[src/rtl/uart_tx_seq_pkg.sv]
// Shared definitions for the UART transmit sequencer.
//   UART_IDLE / UART_START / UART_FIRST_DATA : fixed frame state codes
//   uart_last_state(width)                   : stop-bit state code for a given data width
//   load_sel_e                               : what the frame registers load on a free edge
package uart_tx_seq_pkg;

  localparam int UART_IDLE       = 0;
  localparam int UART_START      = 1;
  localparam int UART_FIRST_DATA = 2;

  function automatic int uart_last_state(input int width);
    return UART_FIRST_DATA + width;
  endfunction

  typedef enum logic [1:0] {
    LOAD_NONE   = 2'd0,
    LOAD_HOLD   = 2'd1,
    LOAD_BYPASS = 2'd2
  } load_sel_e;

endpackage

[src/rtl/uart_tx_seq_baud_tick.sv]
// Baud-rate divider for the UART transmit sequencer.
//   i_clk    : system clock
//   i_rst_n  : asynchronous active-low reset
//   i_clear  : restart the bit period (frame load)
//   i_enable : count while a frame is in progress, otherwise held at 0
//   o_tick   : one-cycle pulse on the last cycle of each bit period
module uart_baud_tick #(
  parameter int CLKS_PER_BIT = 868
) (
  input  logic i_clk,
  input  logic i_rst_n,
  input  logic i_clear,
  input  logic i_enable,
  output logic o_tick
);

  localparam int CNT_W = $clog2(CLKS_PER_BIT);
  localparam logic [CNT_W-1:0] CNT_TC = CNT_W'(CLKS_PER_BIT - 1);

  logic [CNT_W-1:0] cnt_q, cnt_d;
  logic             tc;

  // Full-width compare: the counter never wraps on its own, even when
  // CLKS_PER_BIT is not a power of two.
  assign tc     = (cnt_q == CNT_TC);
  assign o_tick = i_enable && tc;

  always_comb begin
    cnt_d = cnt_q;
    if (i_clear || !i_enable || tc) begin
      cnt_d = '0;
    end else begin
      cnt_d = cnt_q + CNT_W'(1);
    end
  end

  always_ff @(posedge i_clk or negedge i_rst_n) begin
    if (!i_rst_n) begin
      cnt_q <= '0;
    end else begin
      cnt_q <= cnt_d;
    end
  end

endmodule

[src/rtl/uart_tx_seq.sv]
// Sequential front end of the UART transmitter: one-byte hold buffer,
// baud divider and frame state counter. o_state/o_data drive the
// combinational line mapper (IDLE -> start -> data LSB first -> stop).
//   i_clk   : system clock, rising edge
//   i_rst_n : asynchronous active-low reset
//   i_data  : byte to send, sampled on an accepting edge
//   i_valid : i_data valid
//   o_ready : a byte can be accepted this cycle (hold empty)
//   o_state : frame state code
//   o_data  : byte being shifted, stable for the whole frame
//   o_busy  : frame in progress or hold full
module uart_tx_seq
  import uart_tx_seq_pkg::*;
#(
  parameter int WIDTH        = 8,
  parameter int STATES_WIDTH = 32,
  parameter int CLKS_PER_BIT = 868,
  parameter int IDLE         = UART_IDLE,
  parameter int LAST_STATE   = uart_last_state(WIDTH)
) (
  input  logic                    i_clk,
  input  logic                    i_rst_n,
  input  logic [WIDTH-1:0]        i_data,
  input  logic                    i_valid,
  output logic                    o_ready,
  output logic [STATES_WIDTH-1:0] o_state,
  output logic [WIDTH-1:0]        o_data,
  output logic                    o_busy
);

  localparam logic [STATES_WIDTH-1:0] ST_IDLE  = STATES_WIDTH'(IDLE);
  localparam logic [STATES_WIDTH-1:0] ST_START = STATES_WIDTH'(UART_START);
  localparam logic [STATES_WIDTH-1:0] ST_LAST  = STATES_WIDTH'(LAST_STATE);

  logic [STATES_WIDTH-1:0] state_q, state_d;
  logic [WIDTH-1:0]        data_q, data_d;
  logic [WIDTH-1:0]        hold_q, hold_d;
  logic                    hold_valid_q, hold_valid_d;

  logic      tick;
  logic      free;
  logic      xfer;
  logic      load;
  load_sel_e load_sel;

  assign o_ready = !hold_valid_q;
  assign o_state = state_q;
  assign o_data  = data_q;
  assign o_busy  = (state_q != ST_IDLE) || hold_valid_q;

  assign xfer = i_valid && o_ready;

  // The shifter is free when idle or on the final cycle of the stop bit,
  // so a waiting byte starts with no idle gap after the previous frame.
  assign free = (state_q == ST_IDLE) || ((state_q == ST_LAST) && tick);

  always_comb begin
    load_sel = LOAD_NONE;
    if (free) begin
      if (hold_valid_q) begin
        load_sel = LOAD_HOLD;
      end else if (xfer) begin
        load_sel = LOAD_BYPASS;
      end
    end
  end

  assign load = (load_sel != LOAD_NONE);

  uart_baud_tick #(
    .CLKS_PER_BIT(CLKS_PER_BIT)
  ) u_baud_tick (
    .i_clk    (i_clk),
    .i_rst_n  (i_rst_n),
    .i_clear  (load),
    .i_enable (state_q != ST_IDLE),
    .o_tick   (tick)
  );

  always_comb begin
    state_d      = state_q;
    data_d       = data_q;
    hold_d       = hold_q;
    hold_valid_d = hold_valid_q;

    if (free) begin
      unique case (load_sel)
        LOAD_HOLD: begin
          state_d      = ST_START;
          data_d       = hold_q;
          hold_valid_d = 1'b0;
        end
        LOAD_BYPASS: begin
          state_d = ST_START;
          data_d  = i_data;
        end
        default: begin
          state_d = ST_IDLE;
        end
      endcase
    end else begin
      if (tick) begin
        state_d = state_q + STATES_WIDTH'(1);
      end
      // Hold is empty whenever xfer is true, so this never overwrites a byte.
      if (xfer) begin
        hold_d       = i_data;
        hold_valid_d = 1'b1;
      end
    end
  end

  always_ff @(posedge i_clk or negedge i_rst_n) begin
    if (!i_rst_n) begin
      state_q      <= ST_IDLE;
      data_q       <= '0;
      hold_q       <= '0;
      hold_valid_q <= 1'b0;
    end else begin
      state_q      <= state_d;
      data_q       <= data_d;
      hold_q       <= hold_d;
      hold_valid_q <= hold_valid_d;
    end
  end

endmodule
[config.mk]
export PLATFORM = sky130hd
export DESIGN_NAME = uart_tx_seq
export DESIGN_NICKNAME = d
export VERILOG_FILES = /design/src/rtl/uart_tx_seq_pkg.sv /design/src/rtl/uart_tx_seq_baud_tick.sv /design/src/rtl/uart_tx_seq.sv
export SDC_FILE = /design/constraint.sdc
export NUM_CORES = 1
export LEC_CHECK = 0
export ABC_AREA = 1
export CORE_MARGIN = 4
export CORE_UTILIZATION = 59
export DETAILED_ROUTE_END_ITERATION = 6
export PLACE_DENSITY = 0.86
export SKIP_CTS_REPAIR_TIMING = 1
export SYNTH_ARGS = -nofsm -noshare
export SYNTH_HDL_FRONTEND = slang
export SYNTH_SLANG_ARGS = --single-unit
[constraint.sdc]
create_clock -name i_clk -period 5.7 [get_ports i_clk]
set_input_delay 1.14 -clock i_clk [delete_from_list [all_inputs] [get_ports i_clk]]
set_output_delay 1.14 -clock i_clk [all_outputs]
set_load 0.03 [all_outputs]
# Word-level counts from Yosys, hierarchy flattened
# Index checks and enable logic that the tools add are counted.
[classes]
bitwise = 1
eq_ne = 5
n_reduce_logical = 19
mux = 11
add_sub_neg = 2
[op_table]
columns = ["cell", "n"]
rows = [
  ["$mux W32", 2],
  ["$add A32 B1 Y32 const B", 1],
  ["$eq A32 B4 Y1 const B", 1],
  ["$logic_not A32 Y1", 1],
  ["$reduce_bool A32 Y1", 1],
  ["$pmux W8 S2", 1],
  ["$add A10 B1 Y10 const B", 1],
  ["$eq A10 B10 Y1 const B", 1],
  ["$mux W10", 1],
  ["$reduce_bool A2 Y1", 4],
  ["$mux W2", 3],
  ["$reduce_and A2 Y1", 3],
  ["$logic_or A1 B1 Y1", 4],
  ["$mux W1", 4],
  ["$logic_and A1 B1 Y1", 3],
  ["$eq A2 B1 Y1 const B", 1],
  ["$eq A2 B2 Y1 const B", 1],
  ["$logic_not A1 Y1", 2],
  ["$ne A2 B1 Y1 const B", 1],
  ["$reduce_or A2 Y1", 1],
  ["$not A1 Y1", 1],
]
[totals]
in_bits = 11
output_inout_bits = 42
elab_cells = 43
regBits = 59

# Logic depth before layout (Yosys ltp)
[depth]
ltp_word = 9
depth_mapped = 14
mapped_depth_nobuf = 13

# Cells and area by module
# A second synthesis with hierarchy kept.
[unflattened]
hier_cells = 510
area_unflattened_um2 = 3797.4
[modules_own_cells]
columns = ["module", "seq_area_each_um2", "instances", "cells_per_inst", "area_each_um2"]
rows = [
  ["uart_tx_seq", 1226.2, 1, 434, 3230.6],
  ["uart_baud_tick", 250.2, 1, 76, 566.8],
]

# Least setup slack after synthesis
# OpenSTA, ideal clock, no wires.
[synth_path]
path_kind = "input-to-reg"
from = "in i_valid"
to = "reg data_q[0], in the netlist o_data[0]"
required_ns = 5.582
arrival_time_ns = 2.634
setup_time_ns = 0.118
stages = 9
path_slack_ns = 2.947
path_buffers = 1
cell_sequence = "inv_1 -> nor2_1 -> nand2_1 -> inv_1 -> ha_1 -> buf_1 -> mux2_2 -> nor2_1 -> nor2_1"
[synth_via]
elab_chain_len = 7
elab_cells_between_ends = 9
classes_between = "eq/ne: 2; mux: 4; reduce/logical: 3"
[synth_rtl]
columns = ["element", "line", "rtl"]
rows = [
  ["start, declared", "uart_tx_seq.sv:24", "input logic i_valid,"],
  ["$logic_and A1 B1 Y1 *", "uart_tx_seq.sv:51", "assign xfer = i_valid && o_ready;"],
  ["$mux W2 *", "uart_tx_seq.sv:62", "end else if (xfer) begin"],
  ["$mux W2 *", "uart_tx_seq.sv:60", "if (hold_valid_q) begin"],
  ["$mux W2 *", "uart_tx_seq.sv:59", "if (free) begin"],
  ["$eq A2 B2 Y1 / $eq A2 B1 Y1 (equally long branches)", "uart_tx_seq.sv:87", "unique case (load_sel)"],
  ["$reduce_bool A2 Y1 (no line)", "--", ""],
  ["$reduce_and A2 Y1 (no line)", "--", ""],
  ["end signal, assigned", "uart_tx_seq.sv:121", "data_q <= data_d;"],
  ["end, declared", "uart_tx_seq.sv:36", "logic [WIDTH-1:0] data_q, data_d;"],
]
# Mark *: on every way between the ends. The rest lies on a longest branch, timed or not.
# A chain may end at the register's enable or synchronous reset.

# Worst setup path after layout
[layout_path]
from = "reg state_q[0], in the netlist o_state[0]"
to = "out o_busy"
[layout_via]
elab_chain_len = 2
[layout_rtl]
columns = ["element", "line", "rtl"]
rows = [
  ["start, declared", "uart_tx_seq.sv:35", "logic [STATES_WIDTH-1:0] state_q, state_d;"],
  ["start signal, assigned", "uart_tx_seq.sv:120", "state_q <= state_d;"],
  ["$reduce_bool A32 Y1", "uart_tx_seq.sv:49", "assign o_busy = (state_q != ST_IDLE) || hold_valid_q;"],
  ["$logic_or A1 B1 Y1", "uart_tx_seq.sv:49", ""],
  ["end, declared", "uart_tx_seq.sv:28", "output logic o_busy"],
]
# Every way passes these cells.

==> impl_metrics.csv <==
group,metric,value,unit
synthesis,syn_nets,494,
synthesis,syn_area,3538,um^2
placed_design,hpwl,6607,um
die,rows,27,
sta,tightest_slew,0.8686,ns
sta,hold_viol,0,
global_routing,grt_util_all_layers,0.2660,
cts,ctsHtreeMaxLevel,3,
worst_setup_path,r2r.worst_path.cells,13,
hold_path,min_path_cells,2,
routing,vias_per_cell,5.649,
power,p_switching,198.3,uW
synthesis,synth_area_leaders,"dfrtp_1 (42%), nand2_1 (13%), nor2_1 (7.9%)",
global_routing,grt_start_max_net_pins,60,
worst_setup_path,slowest_stage,"clkdlybuf4s50_1",
worst_setup_path,timing.rr.start,"u_baud_tick.cnt_q[0]",
power,p_comb_frac,0.018,
power,p_int,727.6,uW
layout,num-fill-cells,434,
synthesis,yosys.area.top_type,"dfrtp_1",
hold_path,hold_path.class,"flip-flop to flip-flop",
job,maxCapViolCount,0,
worst_setup_path,worst_path_most_repeated_cell,"nand3_1",
power,peakVddDrop,0.1504,mV
hold_path,min_from,"hold_q[4]",
synthesis,synth_seq_cells,59,
layout,drive_gt1_frac,0.1097,
sta,min_period,3.340,ns
worst_setup_path,path_buf_inv,2,
placed_design,dp_slack,2.309,ns
run_status,outcome,"finished, final reports clean",
layout,fin_util,0.7657,
worst_setup_path,max_stage_delay,0.68,ns
cts,clkTransAtPathRegs,0.07,ns
die,pin_count,53,
power,leakage,1.978,nW
worst_setup_path,critPathMaxFanout,6,
layout,multi_input_area,1833,um^2
worst_setup_path,critPathTopFamily,"buffers and inverters",
routing,drt-initial-drc-count,293,
synthesis,synth.avg_cell_area,7.418,um^2
layout,n_antenna_cell,0,
routing,wl_per_cell,15.08,um
synthesis,synth_top_area_frac,0.4173,
routing,route.detailed.drc,0,
global_routing,overflow,0,
synthesis,ys_types,33,
synthesis,ys_warn_count,0,
synthesis,ys_seq_area_frac,0.4173,
die,placeableCoreArea,5675,um^2
worst_setup_path,worst_setup_path_end_kind,"primary output",
layout,regArea,1476,um^2
sta,fin_hold_ws,0.4811,ns
worst_setup_path,path_depth,7,
global_routing,antenna_found_initial,0,
sta,rsz0062_at_grt,"false",
cts,clock_latency,0.36,ns
worst_setup_path,startpoint_type,"flip-flop",
power,power.share.switching,0.2142,
global_routing,grt_pass1_wl,15400,um
sta,clock_skew,0.01363,ns
cts,numCtsBuffers,9,
routing,antenna_left,0,
cts,cts.sink_count,59,
placed_design,place.gp.congestion,0.9499,
sta,fin_tns_setup,0,ns
worst_setup_path,crit_chain,"inv_1 > ha_1 > nand3_1 > nor2_1 > and2_4 > nand3_1 > clkdlybuf4s50_1",
layout,syn2layout_area_growth,22.81,%
power,seqPwrFrac,0.452,
sta,period_share,0.5859,
placed_design,io_buffer_count,52,
sta,finalSetupViolCount,0,
power,p_clk_frac,0.531,
sta,fin_ws,2.360,ns
power,p_per_area,213.1,nW/um^2
layout,layout.nets,550,
worst_setup_path,cp.arrival,2.20,ns
cts,root_buffer,"clkbuf_8",
synthesis,synthCells,477,
die,fp.dieH,85.44,um
global_routing,grt_pass1_vias,3223,
worst_setup_path,critPathKind,"flip-flop to primary output",
cts,cts_tree,"yes",
sta,fmax,299.4,MHz
die,dieWidth,85.44,um
worst_setup_path,crit_path_start,"o_state[0]",
routing,wirelength,9200,um
routing,num_vias,3446,
sta,drv_slew,0,
worst_setup_path,required,4.56,ns
routing,drt_first_pass_iters,5,
sta,slew_headroom,0.4209,
cts,max-clock-path-buffers,2,
die,start_util,0.6235,
die,die-area,7300,um^2
-- layout make-up --
class | count | area share
clock buffer | 10 | 0.03167
tap | 72 | 0.02073
inverter | 46 | 0.03974
multi-input combinational | 364 | 0.4218
timing repair buffer | 53 | 0.1204
clock inverter | 6 | 0.02591
sequential | 59 | 0.3398
-- kinds of logic (layout without fill, tap and decap cells) --
logic type	Yosys count	in the layout	share of synthesized area
buffers and inverters	54	115	0.06471
AND/OR/NAND/NOR	292	292	0.3674
multiplexers	8	8	0.02546
flip-flops	59	59	0.4173
XOR/XNOR	17	17	0.04208
adder cells (fa/ha/maj)	6	6	0.02122
AO/OA/AOI/OAI	41	41	0.06188
-- worst paths after layout --
| kind | slack, ns | endpoint |
|---|---|---|
| worst min-delay path | 0.48 | hold_q[4] |
| worst max register to register | 2.94 | o_data[5] |
| max in group asynchronous | 4.27 | u_baud_tick.cnt_q[2] |
| worst max-delay path | 2.36 | o_busy |
| worst min register to register | 0.48 | hold_q[4] |
| min in group asynchronous | 0.92 | o_state[27] |
-- cell usage after synthesis --
cell type,count
nor3_2,3
nand2_4,3
a21oi_2,1
a21oi_1,13
nor2_1,74
dfrtp_1,59
buf_2,3
inv_1,35
nand2_2,4
xor2_1,11
buf_6,2
nor2_2,6
o211ai_1,1
nand3b_2,1
o21bai_1,1
ha_1,6
buf_4,2
xnor2_1,6
a21o_1,2
nor3_1,16
and2_4,1
o21ai_0,9
nor2_8,1
or2_2,1
nand2_1,126
buf_1,1
mux2_2,8
nand4_1,6
nand3_1,48
inv_2,11
and3_1,1
o21ai_1,14
nand4_2,1
-- sequential cells by signal (all words and copies together) (netlist names) --
register / count
hold_q: 8
hold_valid_q: 1
o_data: 8
o_state: 32
u_baud_tick.cnt_q: 10
-- power groups by stage --
| stage | registers (mW) | logic (mW) | clock network [mW] |
|---|---|---|---|
| 2_1_floorplan | 0.427 | 0.000281 | 0 |
| 6_report | 0.418 | 0.0163 | 0.491 |
| 4_1_cts | 0.418 | 0.0168 | 0.490 |
| 5_1_grt | 0.418 | 0.0180 | 0.510 |
| 3_3_place_gp | 0.426 | 0.0165 | 0 |
| 3_5_place_dp | 0.426 | 0.0168 | 0 |
-- placed cells by master, fill, tap and decap left out, types with 4 or more instances in the layout --
master / Yosys / layout
a21oi_1: 13 / 13
clkbuf_8: 0 / 10
clkdlybuf4s50_1: 0 / 51
dfrtp_1: 59 / 59
ha_1: 6 / 6
inv_1: 35 / 35
inv_2: 11 / 11
mux2_2: 8 / 8
nand2_1: 126 / 126
nand2_2: 4 / 4
nand3_1: 48 / 48
nand4_1: 6 / 6
nor2_1: 74 / 74
nor2_2: 6 / 6
nor3_1: 16 / 16
o21ai_0: 9 / 9
o21ai_1: 14 / 14
xnor2_1: 6 / 6
xor2_1: 11 / 11
-- through the flow --
| stage | power (mW) | instances | cell area [um^2] |
|---|---|---|---|
| 4_1_cts | 0.9247 | 610 | 4345 |
| 2_1_floorplan | 0.4269 | 477 | 3538 |
| 5_1_grt | 0.9466 | 610 | 4345 |
| 6_report | 0.9259 | 610 | 4345 |
| 3_5_place_dp | 0.4432 | 594 | 4095 |
| 3_3_place_gp | 0.4430 | 594 | 4095 |
-- per-layer routing --
layer	track usage	wire length (um)	vias to the layer above
met2	0.4371	4496	157
met1	0.3430	3786	1626
met4	0.09928	259	0
li1	-	-	1643
met3	0.05922	658	20
met5	0	0	-
-- worst min-delay path, stage by stage (launching register included) --
cell,delay (ns)
dfrtp_1,0.35
nand2_1,0.05
nand2_1,0.05
Power figures use the tool's default switching activity.
